`src/rtl/arb_req_shaper.sv`:
```
// arb_req_shaper
//   Front-end for a 3-requester round-return grant arbiter. Each channel turns
//   a single-cycle job pulse carrying a beat count into a level request r[i].
//   The request is held until the job's beats have been granted, then dropped
//   for one release cycle so the arbiter can fall back to its idle state.
//   Starvation and protocol errors are reported as sticky flags.
//
// Ports
//   clk      in   clock, rising edge
//   resetn   in   asynchronous active-low reset
//   start    in   [N]        per-channel job pulse
//   len      in   [N*LEN_W]  per-channel beat count (0 means 1 beat)
//   g        in   [N]        one-hot grant from the arbiter
//   clr_err  in   synchronous clear of the sticky flags (a same-cycle set wins)
//   r        out  [N]        registered request level
//   ready    out  [N]        channel idle, can accept start
//   beat     out  [N]        transfer beat this cycle
//   done     out  [N]        1-cycle pulse the cycle after the last beat
//   starve   out  [N]        sticky: MAX_WAIT consecutive ungranted cycles
//   err_ovf  out  [N]        sticky: start seen while not ready (job dropped)
//   err_gnt  out  [N]        sticky: grant seen while idle
module arb_req_shaper #(
  parameter int N        = 3,
  parameter int LEN_W    = 4,
  parameter int MAX_WAIT = 16
) (
  input  logic               clk,
  input  logic               resetn,
  input  logic [N-1:0]       start,
  input  logic [N*LEN_W-1:0] len,
  input  logic [N-1:0]       g,
  input  logic               clr_err,
  output logic [N-1:0]       r,
  output logic [N-1:0]       ready,
  output logic [N-1:0]       beat,
  output logic [N-1:0]       done,
  output logic [N-1:0]       starve,
  output logic [N-1:0]       err_ovf,
  output logic [N-1:0]       err_gnt
);

  localparam int WAIT_W = $clog2(MAX_WAIT + 1);

  typedef enum logic [1:0] {IDLE, REQ, REL} st_t;

  st_t               st_q   [N];
  st_t               st_d   [N];
  logic [LEN_W-1:0]  cnt_q  [N];
  logic [LEN_W-1:0]  cnt_d  [N];
  logic [WAIT_W-1:0] wait_q [N];
  logic [WAIT_W-1:0] wait_d [N];
  logic [N-1:0]      done_d;
  logic [N-1:0]      starve_d;
  logic [N-1:0]      ovf_d;
  logic [N-1:0]      gnt_d;

  // Ungranted-cycle counter stops at MAX_WAIT so it never wraps.
  function automatic logic [WAIT_W-1:0] wait_inc(input logic [WAIT_W-1:0] w);
    if (w >= WAIT_W'(MAX_WAIT)) return WAIT_W'(MAX_WAIT);
    return w + 1'b1;
  endfunction

  // A zero length is promoted to one beat so the countdown never passes zero.
  function automatic logic [LEN_W-1:0] job_beats(input logic [LEN_W-1:0] l);
    if (l == '0) return LEN_W'(1);
    return l;
  endfunction

  for (genvar gi = 0; gi < N; gi++) begin : g_out
    assign r[gi]     = (st_q[gi] == REQ);
    assign ready[gi] = (st_q[gi] == IDLE);
    assign beat[gi]  = (st_q[gi] == REQ) & g[gi];
  end

  always_comb begin
    done_d   = '0;
    starve_d = starve & ~{N{clr_err}};
    ovf_d    = err_ovf & ~{N{clr_err}};
    gnt_d    = err_gnt & ~{N{clr_err}};
    for (int i = 0; i < N; i++) begin
      st_d[i]   = st_q[i];
      cnt_d[i]  = cnt_q[i];
      wait_d[i] = wait_q[i];
      case (st_q[i])
        IDLE: begin
          if (start[i]) begin
            st_d[i]   = REQ;
            cnt_d[i]  = job_beats(len[i*LEN_W +: LEN_W]);
            wait_d[i] = '0;
          end
          if (g[i]) gnt_d[i] = 1'b1;
        end
        REQ: begin
          if (start[i]) ovf_d[i] = 1'b1;
          if (g[i]) begin
            wait_d[i] = '0;
            if (cnt_q[i] == LEN_W'(1)) begin
              st_d[i]   = REL;
              done_d[i] = 1'b1;
            end else begin
              cnt_d[i] = cnt_q[i] - 1'b1;
            end
          end else begin
            wait_d[i] = wait_inc(wait_q[i]);
            if (wait_q[i] == WAIT_W'(MAX_WAIT - 1)) starve_d[i] = 1'b1;
          end
        end
        REL: begin
          // The arbiter still shows our grant here; it is neither a beat nor an error.
          if (start[i]) ovf_d[i] = 1'b1;
          st_d[i] = IDLE;
        end
        default: st_d[i] = IDLE;
      endcase
    end
  end

  always_ff @(posedge clk or negedge resetn) begin
    if (!resetn) begin
      for (int i = 0; i < N; i++) begin
        st_q[i]   <= IDLE;
        cnt_q[i]  <= '0;
        wait_q[i] <= '0;
      end
      done    <= '0;
      starve  <= '0;
      err_ovf <= '0;
      err_gnt <= '0;
    end else begin
      for (int i = 0; i < N; i++) begin
        st_q[i]   <= st_d[i];
        cnt_q[i]  <= cnt_d[i];
        wait_q[i] <= wait_d[i];
      end
      done    <= done_d;
      starve  <= starve_d;
      err_ovf <= ovf_d;
      err_gnt <= gnt_d;
    end
  end

endmodule

```
`config.mk`:
```
export PLATFORM = sky130hd
export DESIGN_NAME = arb_req_shaper
export DESIGN_NICKNAME = d
export VERILOG_FILES = /design/src/rtl/arb_req_shaper.sv
export SDC_FILE = /design/constraint.sdc
export NUM_CORES = 1
export LEC_CHECK = 0
export CAP_MARGIN = 5
export CORE_AREA = 2 2 57 99
export DETAILED_ROUTE_END_ITERATION = 12
export DIE_AREA = 0 0 59 101
export PLACE_DENSITY = 0.78
export SYNTH_ARGS = -nofsm -noshare
export SYNTH_HDL_FRONTEND = slang
export SYNTH_SLANG_ARGS = --single-unit
```
`constraint.sdc`:
```
create_clock -name clk -period 2.1 [get_ports clk]
set_input_delay 0.21 -clock clk [delete_from_list [all_inputs] [get_ports clk]]
set_output_delay 0.21 -clock clk [all_outputs]
set_load 0.01 [all_outputs]
```
==> reports/results.tsv <==
stage	metric	value	unit
status	status	finished with violations	
status	failing checks	hold timing	
logic_synthesis	Distinct cells, synth	50	
global_routing	GRT Total Usage	0.210	
worst_setup_path	kind of critical path	reg -> out	
worst_setup_path	cells along the critical path	inv_1 -> ha_1 -> buf_6 -> and2_1 -> clkdlybuf4s50_1	
timing	Tmin final	1980	ps
place	pre-CTS setup slack	165	ps
logic_synthesis	#FFs+latches synth	45	
cells_and_area	Cell Count, Final, Fillers Out	407	
clocking	total CTS buffers	5	
timing	Pins Over Slew Limit	0	
place	DP Wirelength	4350	um
floorplan	die area	5960	sq um
cells_and_area	Layout area overhead	25.8	%
cells_and_area	filler cell count in the final layout	444	
clocking	H-tree depth	2	
logic_synthesis	Mapped Cells	295	
power_and_ir_drop	Static Leakage	1.53	nW
routing	Via-to-Cell Ratio	5.67	
timing	final setup TNS	0	ps
global_routing	first-pass GRT wire length	9630	um
cells_and_area	share of cells above drive strength 1	0.108	
worst_setup_path	worst path arrival time	1770	ps
floorplan	Die W	59	um
worst_setup_path	setup slack, reg-to-reg	160	ps
worst_setup_path	CP max FO	8	
logic_synthesis	Ys Warns	0	
logic_synthesis	ys async rst share	1.00	
routing	Vias	2307	
clocking	clock sinks	45	
timing	fin crit share	0.942	
timing	headroom to the max-slew limit	0.625	
clocking	Reg clk slew, reported paths	90	ps
timing	Worst Max-Slew Pin Slew	563	ps
routing	router iterations before antenna repair	4	
clocking	Clock Tree Root	clkbuf_8	
logic_synthesis	Cell Area, Synth	2690	sq um
floorplan	row count	35	
place	# port buffers	41	
worst_setup_path	crit-path leading delay family	buffers and inverters	
worst_setup_path	WP buf/inv	3	
cells_and_area	nets	396	
logic_synthesis	Post-synth EDFFs	0	
place	Placer Congestion	0.960	
timing	RSZ-0062 raised after global routing	no	
timing	Final Hold Fails	45	
min_path	worst min path class	in -> async	
place	placed insts	394	
clocking	buffer depth of the longest clock path	2	
logic_synthesis	Main synth FF type	dfrtp_1	
power_and_ir_drop	Pwr Density	1300	nW/um^2
timing	Min Hold Slack	-22.8	ps
routing	Total Wirelength	5850	um
worst_setup_path	Crit path required time	1890	ps
clocking	clk_lat worst skew	310	ps
floorplan	Starting Density	0.520	
timing	clock skew	12.1	ps
routing	drt drc	0	
floorplan	Core Area	5170	sq um
power_and_ir_drop	Max IR drop VDD	690	uV
routing	First DRT Iteration DRCs	91	
flow_run	max cap viols	0	
routing	remaining antenna violation count after routing	0	
timing	Final setup viols	0	
worst_setup_path	slowest stage delay, CP	530	ps
logic_synthesis	syn avg cell area	9.11	sq um
floorplan	die height	101	um
worst_setup_path	CP Launch Type	flop	
logic_synthesis	sequential area share after synthesis	0.419	
clocking	CTS tree	yes	
global_routing	number of antenna violations at the first check in global routing	0	
floorplan	count of boundary I/O pins	42	
global_routing	number of global-route vias before repair	2185	
worst_setup_path	crit end category	primary output	
timing	worst setup margin	121	ps
global_routing	largest net degree at the start of global routing	46	
timing	Peak Freq	505	MHz
place	dpl cell area	3190	sq um
global_routing	total gr overflow	0	
routing	WL/cell	14.4	um
worst_setup_path	slowest CP cell	clkdlybuf4s50_1	
logic_synthesis	Mapped Nets	340	
cells_and_area	final instance area	3380	sq um
cells_and_area	Antenna diodes	0	
-- where the power goes --
part           internal [mW]  switching (mW)  total (mW)
Combinational           1.10            1.13        2.23
Sequential              1.14           0.255        1.39
Clock                  0.473           0.303       0.776
-- worst paths after layout --
path	cells after the start	end	startpoint
hold reg to reg	1	wait_q[8]	wait_q[8]
max in group asynchronous	2	wait_q[13]	resetn
setup / recovery	5	beat[0]	st_q[5]
setup reg to reg	6	cnt_q[2]	st_q[0]
min in group clk	1	wait_q[8]	wait_q[8]
hold / removal	2	err_ovf[0]	resetn
-- logic make-up after synthesis --
group / share of synthesized area
AO/OA/AOI/OAI: 0.148
adder cells (fa/ha/maj): 0.112
buffers and inverters: 0.0787
flip-flops: 0.419
multiplexers: 0.0293
AND/OR/NAND/NOR: 0.213
-- synthesized netlist by cell type (3+ instances only) --
library cell	instances	area (sq um)
dfrtp_1	45	1130
inv_1	41	154
nand2_1	28	105
o21ai_0	25	125
ha_1	24	300
nand3_1	12	60.1
a21oi_1	10	50.1
nor2_1	9	33.8
nor3_1	9	45.0
nand2b_1	7	43.8
nor2b_1	7	43.8
and2_1	6	37.5
nor3b_1	5	37.5
nor4_1	5	31.3
a31oi_1	4	25.0
and3_1	4	25.0
or3_1	4	25.0
a21boi_0	3	22.5
buf_4	3	22.5
mux2_2	3	33.8
o22a_1	3	26.3
-- metal layers --
| layer | vias to the layer above | track usage | routed length, um |
|---|---|---|---|
| met2 | 52 | 0.374 | 3230 |
| li1 | 1125 | - | - |
| met5 | - | 0 | 0 |
| met4 | 0 | 0.103 | 166 |
| met1 | 1116 | 0.239 | 2300 |
| met3 | 14 | 0.0270 | 156 |
-- flip-flops by register name, indices dropped and copies added (netlist names) --
signal   cells
starve       3
done         3
cnt_q       12
err_ovf      3
err_gnt      3
st_q         6
wait_q      15
-- timing repair --
| item | CTS | global route |
|---|---|---|
| endpoints found under the setup margin | 1 | 5 |
| setup buffers | 0 | 5 |
| pin swaps | 0 | 0 |
| hold buffers | 0 | 0 |
| resized for setup | 1 | 4 |
-- worst reg2reg max path: stages (launching register included) --
cell and delay [ps]:
dfrtp_1 430, inv_1 60, ha_1 280, mux2i_2 190, or2_1 320, or4_1 490, nand3_1 110
-- metrics by stage --
stage          power [mW]  utilization
2_1_floorplan        2.77            -
3_3_place_gp         3.43        0.616
3_5_place_dp         3.50        0.616
4_1_cts              4.31        0.643
5_1_grt              4.73        0.654
6_report             4.39        0.654
-- placed cells by master (no fill, tap or decap), types with 2 or more instances in the layout --
cell	instances
clkdlybuf4s50_1	40
nor3_1	9
a21boi_0	3
nand3_1	12
and2_1	6
mux2_2	3
nand2_1	28
buf_4	15
o21ai_1	2
or3_1	4
clkbuf_8	5
nand2b_1	7
bufinv_16	2
a32oi_1	2
mux2i_1	2
and3_1	4
inv_1	41
dfrtp_1	45
nor2_1	9
o22a_2	2
nor4_1	5
o311ai_1	2
a31oi_1	4
nand3b_1	2
or2_1	2
o22a_1	3
o21ai_0	25
nor2b_1	7
nor3b_1	4
a21oi_1	10
ha_1	22
-- cell type report --
class,instances,area (sq um),share of cell area
clock buffer,5,68.8,0.0204
multi-input combinational,201,1370,0.405
tap,55,68.8,0.0204
clock inverter,3,65.1,0.0192
sequential,45,1130,0.333
inverter,41,154,0.0455
timing repair buffer,57,529,0.157
No activity file was read; power rests on OpenSTA's default activity.
